### src/rtl/if_bus_master.sv
`default_nettype none
// ============================================================================
//  Module   : if_bus_master
//  Purpose  : Instruction-fetch bus master. It takes the fetch address and
//             fetch enable from the IF-stage PC register and runs one
//             non-pipelined Wishbone-classic read for each instruction. The
//             fetched word comes back with a one-cycle valid pulse. While a
//             read is outstanding, the PC is held through a combinational
//             stall request.
//  Revision : 1.0  initial release
// ----------------------------------------------------------------------------
//  Parameters
//    ADDR_WIDTH  bus / PC address width
//    TIMEOUT     cycles a read may stay unacknowledged before abort (2..255)
//    NOP_INST    instruction substituted on timeout or bus error
//  Ports
//    clk_i         in   clock, all logic on the rising edge
//    rst_i         in   synchronous reset, active-low
//    pc_i          in   fetch address from the PC register
//    ce_i          in   fetch enable from the PC register
//    flush_i       in   jump/interrupt flush; current fetch is wrong-path
//    stall_req_o   out  combinational; 1 = hold the PC
//    inst_o        out  last delivered instruction
//    inst_valid_o  out  one-cycle pulse, inst_o updated this cycle
//    err_o         out  one-cycle pulse on timeout or bus error
//    wb_adr_o      out  registered read address
//    wb_cyc_o      out  registered bus cycle
//    wb_stb_o      out  registered strobe (always equal to wb_cyc_o)
//    wb_we_o       out  tied 0 (read-only master)
//    wb_sel_o      out  tied 4'b1111
//    wb_dat_i      in   read data
//    wb_ack_i      in   read acknowledge
//    wb_err_i      in   bus error terminating the cycle
// ============================================================================
module if_bus_master #(
    parameter int          ADDR_WIDTH = 32,
    parameter int          TIMEOUT    = 16,
    parameter logic [31:0] NOP_INST   = 32'h0000_0013
) (
    input  logic                  clk_i,
    input  logic                  rst_i,
    input  logic [ADDR_WIDTH-1:0] pc_i,
    input  logic                  ce_i,
    input  logic                  flush_i,
    output logic                  stall_req_o,
    output logic [31:0]           inst_o,
    output logic                  inst_valid_o,
    output logic                  err_o,
    output logic [ADDR_WIDTH-1:0] wb_adr_o,
    output logic                  wb_cyc_o,
    output logic                  wb_stb_o,
    output logic                  wb_we_o,
    output logic [3:0]            wb_sel_o,
    input  logic [31:0]           wb_dat_i,
    input  logic                  wb_ack_i,
    input  logic                  wb_err_i
);

    // Last counter value of a cycle that is allowed to stay unacknowledged.
    // The counter is 0 in the launch cycle, so reaching this value means the
    // strobe has been high for exactly TIMEOUT cycles.
    localparam logic [7:0] c_timeout_last = 8'(TIMEOUT - 1);

    typedef enum logic [1:0] {
        ST_IDLE    = 2'd0,
        ST_BUSY    = 2'd1,
        ST_DISCARD = 2'd2
    } state_t;

    // ------------------------------------------------------------------------
    // Registered state and next-state values
    // ------------------------------------------------------------------------
    state_t                r_state;
    state_t                w_state_nxt;
    logic [7:0]            r_cnt;
    logic [7:0]            w_cnt_nxt;
    logic [31:0]           r_inst;
    logic [31:0]           w_inst_nxt;
    logic                  r_inst_valid;
    logic                  w_inst_valid_nxt;
    logic                  r_err;
    logic                  w_err_nxt;
    logic                  r_cyc;
    logic                  w_cyc_nxt;
    logic [ADDR_WIDTH-1:0] r_adr;
    logic [ADDR_WIDTH-1:0] w_adr_nxt;
    logic                  w_stall;
    logic                  w_timeout_hit;

    // The >= comparison keeps the abort path safe even if the counter ever
    // passed the limit. In normal operation the counter stops at equality.
    assign w_timeout_hit = (r_cnt >= c_timeout_last);

    // ------------------------------------------------------------------------
    // State register
    // ------------------------------------------------------------------------
    always_ff @(posedge clk_i) begin
        if (!rst_i) begin
            r_state      <= ST_IDLE;
            r_cnt        <= 8'd0;
            r_inst       <= 32'd0;
            r_inst_valid <= 1'b0;
            r_err        <= 1'b0;
            r_cyc        <= 1'b0;
            r_adr        <= '0;
        end else begin
            r_state      <= w_state_nxt;
            r_cnt        <= w_cnt_nxt;
            r_inst       <= w_inst_nxt;
            r_inst_valid <= w_inst_valid_nxt;
            r_err        <= w_err_nxt;
            r_cyc        <= w_cyc_nxt;
            r_adr        <= w_adr_nxt;
        end
    end

    // ------------------------------------------------------------------------
    // Next-state and output logic
    // ------------------------------------------------------------------------
    always_comb begin
        w_state_nxt      = r_state;
        w_cnt_nxt        = r_cnt;
        w_inst_nxt       = r_inst;
        w_inst_valid_nxt = 1'b0;
        w_err_nxt        = 1'b0;
        w_cyc_nxt        = r_cyc;
        w_adr_nxt        = r_adr;
        w_stall          = 1'b0;

        case (r_state)
            ST_IDLE: begin
                // A flush in this cycle means pc_i still holds the old path.
                // Do not launch; the redirected PC arrives next cycle.
                w_stall = ce_i & ~flush_i;
                if (ce_i && !flush_i) begin
                    w_adr_nxt   = pc_i;
                    w_cyc_nxt   = 1'b1;
                    w_cnt_nxt   = 8'd0;
                    w_state_nxt = ST_BUSY;
                end
            end

            ST_BUSY: begin
                // The PC may advance in the same cycle that the read
                // terminates. This gives two cycles per instruction.
                w_stall = ~(wb_ack_i | wb_err_i | w_timeout_hit);
                if (wb_err_i) begin
                    w_cyc_nxt        = 1'b0;
                    w_inst_nxt       = NOP_INST;
                    w_inst_valid_nxt = 1'b1;
                    w_err_nxt        = 1'b1;
                    w_state_nxt      = ST_IDLE;
                end else if (wb_ack_i) begin
                    w_cyc_nxt   = 1'b0;
                    w_state_nxt = ST_IDLE;
                    // An ack that coincides with a flush returns wrong-path
                    // data. Drop it silently.
                    if (!flush_i) begin
                        w_inst_nxt       = wb_dat_i;
                        w_inst_valid_nxt = 1'b1;
                    end
                end else if (w_timeout_hit) begin
                    // Abort here even if a flush arrives in the same cycle.
                    // This keeps the strobe from exceeding TIMEOUT cycles.
                    // A flushed abort reports the error but delivers nothing,
                    // as a DISCARD timeout would.
                    w_cyc_nxt   = 1'b0;
                    w_err_nxt   = 1'b1;
                    w_state_nxt = ST_IDLE;
                    if (!flush_i) begin
                        w_inst_nxt       = NOP_INST;
                        w_inst_valid_nxt = 1'b1;
                    end
                end else begin
                    w_cnt_nxt = r_cnt + 8'd1;
                    if (flush_i) begin
                        // Classic Wishbone cannot cancel a cycle. Keep the
                        // strobe up and swallow whatever the slave returns.
                        w_state_nxt = ST_DISCARD;
                    end
                end
            end

            ST_DISCARD: begin
                // Hold the PC so that the redirected address is still
                // presented when the bus frees up. Further flushes are
                // ignored.
                w_stall = 1'b1;
                if (wb_err_i || wb_ack_i || w_timeout_hit) begin
                    w_cyc_nxt   = 1'b0;
                    w_state_nxt = ST_IDLE;
                    w_err_nxt   = wb_err_i | (~wb_ack_i & w_timeout_hit);
                end else begin
                    w_cnt_nxt = r_cnt + 8'd1;
                end
            end

            default: begin
                w_cyc_nxt   = 1'b0;
                w_state_nxt = ST_IDLE;
            end
        endcase
    end

    // ------------------------------------------------------------------------
    // Outputs
    // ------------------------------------------------------------------------
    assign stall_req_o  = w_stall;
    assign inst_o       = r_inst;
    assign inst_valid_o = r_inst_valid;
    assign err_o        = r_err;
    assign wb_adr_o     = r_adr;
    assign wb_cyc_o     = r_cyc;
    assign wb_stb_o     = r_cyc;
    assign wb_we_o      = 1'b0;
    assign wb_sel_o     = 4'b1111;

endmodule
`default_nettype wire

### config.mk
export PLATFORM = sky130hd
export DESIGN_NAME = if_bus_master
export DESIGN_NICKNAME = d
export VERILOG_FILES = /design/src/rtl/if_bus_master.sv
export SDC_FILE = /design/constraint.sdc
export NUM_CORES = 1
export LEC_CHECK = 0
export BUFFER_PORTS_ARGS = -buffer_cell sky130_fd_sc_hd__buf_4
export CORE_AREA = 2 2 89 91
export DETAILED_ROUTE_END_ITERATION = 8
export DIE_AREA = 0 0 91 93
export PLACE_DENSITY = 0.75
export SLEW_MARGIN = 20
export SYNTH_ARGS = -nofsm -noshare
export SYNTH_HDL_FRONTEND = slang
export SYNTH_SLANG_ARGS = --single-unit
### constraint.sdc
create_clock -name clk_i -period 1.85 [get_ports clk_i]
set_input_delay 0.37 -clock clk_i [delete_from_list [all_inputs] [get_ports clk_i]]
set_output_delay 0.37 -clock clk_i [all_outputs]
set_load 0.05 [all_outputs]
==> summary.md, run 1 <==
| Metric | Value |
|---|---|
| Initial drt markers | 133 |
| Overall routing resource usage | 20.0% |
| Clk_lat worst skew | 0.34 ns |
| Row cnt | 32 |
| Ys flop type | dfxtp_1 |
| Status | finished, violations left |
| Number of buffers created by CTS | 9 |
| Critical Path Sink Type | register |
| Async S/R FF share, synth | 0% |
| Hold path startpoint | pc_i[20] |
| Proportion of synthesized chip area in sequential cells | 49.9% |
| Final nets | 613 |
| Final worst slack | -0.262 ns |
| Crit-path max FO | 6 |
| RSZ-0062 raised after global routing | yes |
| Dpl hpwl | 6.00 mm |
| Die Width | 91 um |
| Post-Layout Cell Count | 643 |
| WS Path Type | reg2reg |
| Clock root buffer | clkbuf_8 |
| WHS Endpoint | wb_adr_o[20] |
| Area grow syn2layout | 62.8% |
| R2R Path End | inst_o[14] |
| Gr ovfl total | 0 |
| Most frequent cell after synthesis | nand2_1 |
| Initial core utilization | 41.0% |
| Yosys top cell by area | dfxtp_1 |
| Post-synth EDFFs | 0 |
| Worst setup path startpoint | r_cnt[6] |
| Final wirelength | 9.20 mm |
| Gpl congestion | 0.799 |
| Post-synth design cell area | 0.00309 mm^2 |
| Yosys cell types | 42 |
| Detailed-route DRC error count | 0 |
| Hold crit path type | in2reg |
| CTS tree | done |
| Cells after Synth | 383 |
| Top cells by count, synth | nand2_1, dfxtp_1, a21oi_1 |
| Final ANT Viol Nets | 0 |
| Layout cells sized above 1 | 47.3% |
| Wire per inst | 14.3 um |
| Worst r2r src | r_cnt[6] |
| Setup violators final | 35 |
| Final number of max-transition violations | 0 |
| Clock sink total | 77 |
| Power per cell area | 802 mW/mm^2 |
| Post-synth top area share | 49.9% |
| Final Cycle Share | 114% |
| MaxCap Viol Count | 0 |
| CP startpoint kind | register |
| Largest net degree at the start of global routing | 42 |
| Synth top area cells | dfxtp_1, nand2_1, a21oi_1 |
| Avg Vias per Cell | 5.08 |
| Initial antenna violation count | 0 |
| Clock Tree Buf Depth | 2 |
| #FFs+latches synth | 77 |
| Fin crit period | 2.11 ns |
| Final Hold Violating Endpoints | 0 |
| Post-layout util | 66.8% |
| Arrival time at the worst endpoint | 2.39 ns |
| Worst Path Required | 2.13 ns |
| Via count | 3,265 |
| IO buf count | 138 |
| First-pass iteration count of the detailed router | 4 |
| Pwr Total | 4.03 mW |
| Synth Area per Inst | 8.07 um^2 |
| Failing checks | setup timing |
| Hold depth | 3 |
| Sum Neg Setup Slack | -5.48 ns |
| Reg2Reg Depth | 8 |
| Static Leak | 2.09 nW |
| Post-placement cell count | 620 |
| Clock transition at path regs | 0.08 ns |
| N_diodes | 0 |
| Number of H-tree levels | 3 |
| Vias in the first global route | 2,954 |
| First-pass GRT wire length | 13.8 mm |
| Max VDD drop | 0.546 mV |
| Core Area | 0.00753 mm^2 |
| Yosys warnings | 0 |
| Die Ht | 93 um |
| Fmax | 473 MHz |
| Io pins | 144 |
| Die area | 0.00846 mm^2 |
| Reg2reg setup slack | -0.26 ns |
| Setup Skew | 0.00799 ns |
-- power breakdown --
| group | internal (mW) | switching [mW] | total (mW) | leakage [nW] |
|---|---|---|---|---|
| Combinational | 0.306 | 0.487 | 0.792 | 1.35 |
| Clock | 0.891 | 0.607 | 1.50 | 0.116 |
| Sequential | 1.71 | 0.0322 | 1.74 | 0.626 |
-- worst max-delay path by stage --
stage,endpoint,depth (start not counted)
5_1_grt,stall_req_o,5
2_1_floorplan,stall_req_o,4
4_1_cts,stall_req_o,5
3_3_place_gp,stall_req_o,5
3_5_place_dp,inst_o[17],6
6_report,inst_o[14],8
-- per-stage QoR --
step	cell area, um^2	hold slack (ns)	setup WS, ns
after floorplan	3120	0.467	0.0109
after global placement	4400	0.439	0.00998
after detailed placement	4400	0.445	0.00303
after CTS	4730	0.244	-0.256
after global routing	5030	0.248	-0.385
final	5030	0.264	-0.262
-- cell usage in the layout, fill, tap and decap left out, drive strengths merged, types with 4 or more instances in the layout --
cell type	n
inv	8
ha	6
conb	5
clkbuf	10
nand2b	4
nand2	98
nor2	9
o21ai	5
o311ai	4
a21oi	67
dfxtp	77
nand3	33
buf	171
-- sequential cells by signal, summed over array words and instances (netlist names) --
name and flops:
wb_adr_o 32, err_o 1, inst_o 32, r_cnt 8, wb_cyc_o 1, inst_valid_o 1, r_state 2
-- layout make-up --
| class | instances | area [um^2] |
|---|---|---|
| fillers | 603 | 2500 |
| clock buffers | 9 | 124 |
| clock inverters | 6 | 111 |
| repair buffers | 172 | 1400 |
| well taps | 102 | 128 |
| inverters | 7 | 26.3 |
| flip-flops and latches | 77 | 1540 |
| multi-input cells | 270 | 1700 |
-- kinds of logic (layout without fill, tap and decap cells) --
family / count (synthesis) / after routing / share of synthesized area [%]
AO/OA/AOI/OAI: 96 / 96 / 18.3
flip-flops: 77 / 77 / 49.9
buffers and inverters: 39 / 194 / 6.03
adder cells (fa/ha/maj): 6 / 6 / 2.43
AND/OR/NAND/NOR: 163 / 163 / 23.1
other: 2 / 5 / 0.243
-- worst max-delay path, cell delays in order (launching register included) --
cell,delay (ns)
dfxtp_2,0.32
or4_4,0.55
buf_6,0.14
buf_6,0.11
o311ai_4,0.40
buf_6,0.19
clkbuf_16,0.16
nand2_4,0.05
a21oi_2,0.12
-- repair_timing --
action | in CTS | in global routing
buffers inserted | 4 | 3
gates resized for setup | 11 | 76
hold buffers | 0 | 0
pin swaps | 6 | 34
setup endpoints to repair | 3 | 42
endpoints found under the hold margin | 0 | 0
gates cloned | 1 | 2
-- metal layers --
metal	up-vias	GRT usage, %	wire length (um)
met1	1533	23.1	3640
met3	14	4.83	494
met5	-	0	0
li1	1614	-	-
met2	104	35.0	4860
met4	0	9.09	197
Note: power is estimated with default switching activity, not from simulation.
==> run 2: changes to the inputs <==
--- a/constraint.sdc
+++ b/constraint.sdc
@@ -3,2 +3,2 @@
 set_output_delay 0.37 -clock clk_i [all_outputs]
-set_load 0.05 [all_outputs]
+set_load 0.01 [all_outputs]
==> summary.md, run 2 (synthesis gave the netlist of run 1 again) <==
| Metric | Value |
|---|---|
| Worst path bufs/invs | 1 (-3) |
| Sum Neg Setup Slack | -6.18 ns (-0.699 ns) |
| Most frequent cells in the layout | buf_4, nand2_1, dfxtp_1, a21oi_1, nand3_1 |
| Final ANT Viol Nets | 0 (unchanged) |
| Largest net degree at the start of global routing | 46 (+9.5%) |
| N_diodes | 0 (unchanged) |
| Row cnt | 32 (unchanged) |
| Number of H-tree levels | 3 (unchanged) |
| Final Hold Violating Endpoints | 0 (unchanged) |
| Hold crit path type | in2reg |
| Clock root buffer | clkbuf_8 |
| Via count | 3,246 (-0.58%) |
| Overall routing resource usage | 19.6% (-0.35 points) |
| Final worst slack | -0.222 ns (+0.0407 ns) |
| IO buf count | 138 (unchanged) |
| Worst path slowest cell | or4_4 |
| CP max stage delay | 0.55 ns (about the same) |
| Io pins | 144 (unchanged) |
| Status | finished, violations left |
| Critical Path Sink Type | output port |
| Gpl congestion | 0.854 (+6.9%) |
| Slew HR | 61.1% |
| Initial antenna violation count | 0 (unchanged) |
| Detailed-route DRC error count | 0 (unchanged) |
| Setup violators final | 39 (+11%) |
| Die Width | 91 um (unchanged) |
| Die area | 0.00846 mm^2 (unchanged) |
| Fin crit period | 2.07 ns (-0.0407 ns) |
| Post-layout util | 63.7% (-3.1 points) |
| Most common cell after layout, fill and taps aside | buf_4 |
| Crit-path max FO | 2 (-4) |
| First-pass iteration count of the detailed router | 4 (unchanged) |
| Layout cells sized above 1 | 41.3% (-6.0 points) |
| Metal3 WL | 555 um (+12%) |
| Wire per inst | 14.5 um (+1.1%) |
| Die Ht | 93 um (unchanged) |
| Clock transition at path regs | 0.08 ns (about the same) |
| Area grow syn2layout | 55.3% |
| RSZ-0062 raised after global routing | yes |
| Top routing layer in use | met4 |
| First-pass GRT wire length | 13.6 mm (-1.4%) |
| Failing checks | setup timing |
| Number of buffers created by CTS | 9 (unchanged) |
| Clock Tree Buf Depth | 2 (unchanged) |
| Initial drt markers | 172 (+29%) |
| Post-placement cell count | 612 (-1.3%) |
| Met2 WL | 4.68 mm (-3.8%) |
| Metal-1 WL | 3.79 mm (+4.1%) |
| Fmax | 483 MHz (+2.0%) |
| Setup Skew | 0.00778 ns (-0.000207 ns) |
| Final wirelength | 9.24 mm (+0.42%) |
| Cell Chain, Critical Path | or4_4 > nor3_4 > a211oi_2 > nor2_1 > buf_4 |
| Kind of cell adding the most delay to the critical path | simple AND/OR/NAND/NOR gates |
| CTS tree | done |
| Dpl hpwl | 5.90 mm (-1.7%) |
| Gr ovfl total | 0 (unchanged) |
| MaxCap Viol Count | 0 (unchanged) |
| Final nets | 608 (-0.82%) |
| Max VDD drop | 0.434 mV (-20%) |
| Final number of max-transition violations | 0 (unchanged) |
| Arrival time at the worst endpoint | 1.70 ns (-0.69 ns) |
| Slew at the pin with the worst max-slew slack | 0.581 ns |
| Clock sink total | 77 (unchanged) |
| Power per cell area | 773 mW/mm^2 (-3.6%) |
| Initial core utilization | 41.0% (unchanged) |
| Clk_lat worst skew | 0.35 ns (about the same) |
| WS Path Type | reg2out |
| Post-Layout Cell Count | 639 (-0.62%) |
| Worst Path Required | 1.48 ns (-0.65 ns) |
| Vias in the first global route | 2,980 (+0.88%) |
| Static Leak | 2.01 nW (-4.0%) |
| Core Area | 0.00753 mm^2 (unchanged) |
| Final Cycle Share | 112% (-2.2 points) |
| CP startpoint kind | register |
| Avg Vias per Cell | 5.08 (about the same) |
## run 2: metrics by stage
stage | setup WS [ns] | power [mW] | instance area (um^2) | hold WS (ns)
after global placement | 0.0320 | 2.30 | 4310 | 0.440
after global routing | -0.302 | 3.86 | 4800 | 0.243
after floorplan | 0.0548 | 2.03 | 3100 | 0.467
after CTS | -0.215 | 3.68 | 4650 | 0.249
final | -0.222 | 3.71 | 4800 | 0.260
after detailed placement | -0.0250 | 2.30 | 4310 | 0.446
## run 2: final timing paths
path / start / end / slack [ns] / cells past startpoint
worst min register to register: inst_o[2] / inst_o[2] / 0.45 / 2
worst max register to register: r_cnt[6] / inst_o[30] / -0.19 / 9
worst max-delay path: r_cnt[6] / stall_req_o / -0.22 / 5
worst min-delay path: pc_i[19] / wb_adr_o[19] / 0.26 / 3
## run 2: what timing repair did
item / in CTS / in global routing
gates cloned: 0 / 3
endpoints found under the hold margin: 0 / 0
setup endpoints to repair: 2 / 43
hold buffers: 0 / 0
pin swaps: 4 / 2
setup buffers: 9 / 4
resized for setup: 15 / 23
## run 2: power breakdown
group / total (mW) / leakage, nW / switching (mW) / internal, mW
sequential: 1.74 / 0.626 / 0.0308 / 1.71
clock: 1.39 / 0.104 / 0.620 / 0.766
combinational: 0.581 / 1.28 / 0.294 / 0.287
## run 2: routing by layer
metal	vias to the layer above	GRT usage [%]
met1	1498	23.6
met4	0	10.2
met2	128	32.8
met3	20	4.43
met5	-	0
li1	1600	-
## run 2: worst min-delay path, stage by stage
cell	delay, ns
buf_4	0.11
nand2_1	0.04
a21oi_1	0.05
## run 2: cell type report
type,instances,area (um^2)
Fill cell,648,2730
Clock buffer,11,131
Multi-Input combinational cell,270,1530
Timing Repair Buffer,167,1350
Tap cell,102,128
Sequential cell,77,1540
Inverter,7,26.3
Clock inverter,5,85.1
==> run 3: changes to the inputs <==
--- a/config.mk
+++ b/config.mk
@@ -7,2 +7,3 @@
 export LEC_CHECK = 0
+export ABC_CLOCK_PERIOD_IN_PS = 1850
 export BUFFER_PORTS_ARGS = -buffer_cell sky130_fd_sc_hd__buf_4
@@ -12,2 +13,3 @@
 export PLACE_DENSITY = 0.75
+export SETUP_SLACK_MARGIN = 0.05
 export SLEW_MARGIN = 20
==> constraint.sdc (replaced) <==
create_clock -name clk_i -period 1.85 [get_ports clk_i]
set_input_delay 0.0925 -clock clk_i [delete_from_list [all_inputs] [get_ports clk_i]]
set_output_delay 0.0925 -clock clk_i [all_outputs]
set_load 0.01 [all_outputs]
==> summary.md, run 3 (synthesis gave the netlist of run 1 again) <==
| Metric | Value |
|---|---|
| CP startpoint kind | register |
| Number of H-tree levels | 3 (unchanged) |
| Slew HR | 62.0% (+0.95 points) |
| Dpl hpwl | 5.91 mm (+0.25%) |
| Status | finished, violations left |
| Wire per inst | 13.8 um (-4.4%) |
| Worst path bufs/invs | 1 (unchanged) |
| Final nets | 638 (+4.9%) |
| Largest net degree at the start of global routing | 36 (-22%) |
| Most frequent cells in the layout | buf_4, nand2_1, dfxtp_1, a21oi_1, dlygate4sd3_1 |
| Post-DP Area | 0.00431 mm^2 (-0.12%) |
| Io pins | 144 (unchanged) |
| Finished Cell Area | 0.00500 mm^2 (+4.1%) |
| Detailed-route DRC error count | 0 (unchanged) |
| Clock transition at path regs | 0.08 ns (about the same) |
| CTS tree | done |
| Most common cell after layout, fill and taps aside | buf_4 |
| Final worst slack | -0.0830 ns (+0.139 ns) |
| Core Area | 0.00753 mm^2 (unchanged) |
| Sw Share | 25.9% (+0.40 points) |
| MaxCap Viol Count | 0 (unchanged) |
| WS Path Type | reg2out |
| Avg Vias per Cell | 5.01 (-1.4%) |
| Reg2Reg Depth | 6 (-3) |
| Vias in the first global route | 3,102 (+4.1%) |
| Pwr Total | 3.63 mW (-2.1%) |
| Initial core utilization | 41.0% (unchanged) |
| Setup violators final | 1 (-97%) |
| Final number of max-transition violations | 0 (unchanged) |
| Final wirelength | 9.25 mm (+0.13%) |
| Clock power share | 35.1% (-2.3 points) |
| Worst r2r src | r_cnt[4] |
| Hold crit path type | in2reg |
| Worst path slowest cell | or4_4 |
| Gr ovfl total | 0 (unchanged) |
| N_diodes | 0 (unchanged) |
| Hold path startpoint | wb_dat_i[25] |
| Overall routing resource usage | 21.1% (+1.5 points) |
| Worst Path Required | 1.76 ns (+0.28 ns) |
| RSZ-0062 raised after global routing | yes |
| Filler Cell Count | 610 (-5.9%) |
| Clock Tree Buf Depth | 2 (unchanged) |
| Critical Path Sink Type | output port |
| Post-layout util | 66.4% (+2.6 points) |
| Crit-path max FO | 4 (+2) |
| Die area | 0.00846 mm^2 (unchanged) |
| Area grow syn2layout | 61.8% |
| Setup Skew | 0.0111 ns (+0.00335 ns) |
| Combinational Power Share | 17.0% (+1.3 points) |
| Cell Chain, Critical Path | or4_4 > nor3_4 > a211oi_2 > nor2_1 > buf_4 |
| Sum Neg Setup Slack | -0.0830 ns (+6.09 ns) |
| Initial drt markers | 120 (-30%) |
| Failing checks | setup timing |
| Static Leak | 2.10 nW (+4.3%) |
| Crit path depth | 5 (unchanged) |
| Die Width | 91 um (unchanged) |
| Clock sink total | 77 (unchanged) |
| First-pass GRT wire length | 14.5 mm (+7.1%) |
| IO buf count | 138 (unchanged) |
| Arrival time at the worst endpoint | 1.84 ns (+0.14 ns) |
| First-pass iteration count of the detailed router | 4 (unchanged) |
| Switching pwr | 940 uW (-0.59%) |
| Clock root buffer | clkbuf_8 |
| Fmax | 517 MHz (+7.2%) |
| Fin crit period | 1.93 ns (-0.139 ns) |
| Hold WS | 0.0123 ns (-0.247 ns) |
| Hold depth | 3 (unchanged) |
| Slew at the pin with the worst max-slew slack | 0.569 ns (-0.0124 ns) |
| Power per cell area | 726 mW/mm^2 (-6.0%) |
| Die Ht | 93 um (unchanged) |
| Kind of cell adding the most delay to the critical path | simple AND/OR/NAND/NOR gates |
| Row cnt | 32 (unchanged) |
| Clk_lat worst skew | 0.34 ns (about the same) |
| CP max stage delay | 0.56 ns (about the same) |
| Worst setup path startpoint | r_cnt[4] |
| Final Cycle Share | 104% (-7.5 points) |
| Internal | 2.69 mW (-2.6%) |
| Final Hold Violating Endpoints | 0 (unchanged) |
| Layout cells sized above 1 | 36.9% (-4.5 points) |
| Initial antenna violation count | 0 (unchanged) |
| Final ANT Viol Nets | 0 (unchanged) |
| Via count | 3,350 (+3.2%) |
| Part of the power in registers | 48.0% (+1.0 points) |
| Number of buffers created by CTS | 9 (unchanged) |
| Max VDD drop | 0.589 mV (+36%) |
| Gpl congestion | 0.824 (-3.6%) |
run 3: cell count changes in the layout (fill, tap and decap cells not counted), sizes merged:
cell         before  now
clkbuf           13   11
clkinvlp          1    2
buf             165  161
bufinv            2    1
clkinv            2    1
dlygate4sd3       0   36
inv               7    8
run 3: area by class of cell:
class	instances	area [um^2]	area share (%)
Multi-Input combinational cell	270	1490	29.8
Clock buffer	11	141	2.83
Inverter	7	26.3	0.526
Clock inverter	5	58.8	1.18
Timing Repair Buffer	197	1610	32.1
Sequential cell	77	1550	31.0
Tap cell	102	128	2.55
run 3: worst paths after layout:
kind	slack (ns)	end
min	0.01	inst_o[25]
min reg2reg	0.45	inst_o[7]
max	-0.08	stall_req_o
max reg2reg	0.01	inst_o[27]
run 3: layer usage:
metal	wire length, um	up-vias	global-route usage, %	share of wire, %
li1	-	1657	-	-
met1	3830	1567	26.3	41
met2	4740	106	35.7	51
met3	427	20	3.87	4.6
met4	249	0	9.47	2.7
met5	0	-	0	0
run 3: worst min-delay path, stage by stage:
cell     delay (ns)
buf_4          0.11
nand3_1        0.05
a21oi_1        0.06
run 3: power by group through the flow:
stage,combinational [mW],clock (mW),sequential (mW)
3_3_place_gp,0.520,0,1.78
3_5_place_dp,0.529,0,1.78
5_1_grt,0.666,1.38,1.75
6_report,0.616,1.27,1.74
2_1_floorplan,0.226,0,1.80
4_1_cts,0.597,1.30,1.74
run 3: what timing repair did:
action	CTS	global route
hold buffers	36	0
setup endpoints to repair	6	41
resized for setup	8	19
buffers inserted	2	2
pin swaps	4	4
endpoints found under the hold margin	36	0
run 3: per-stage QoR:
step | std cells | setup WS, ns
floorplan | 386 | 0.0548
global placement | 613 | 0.0745
detailed placement | 613 | 0.0457
CTS | 667 | -0.0631
global route | 669 | -0.165
finish | 669 | -0.0830
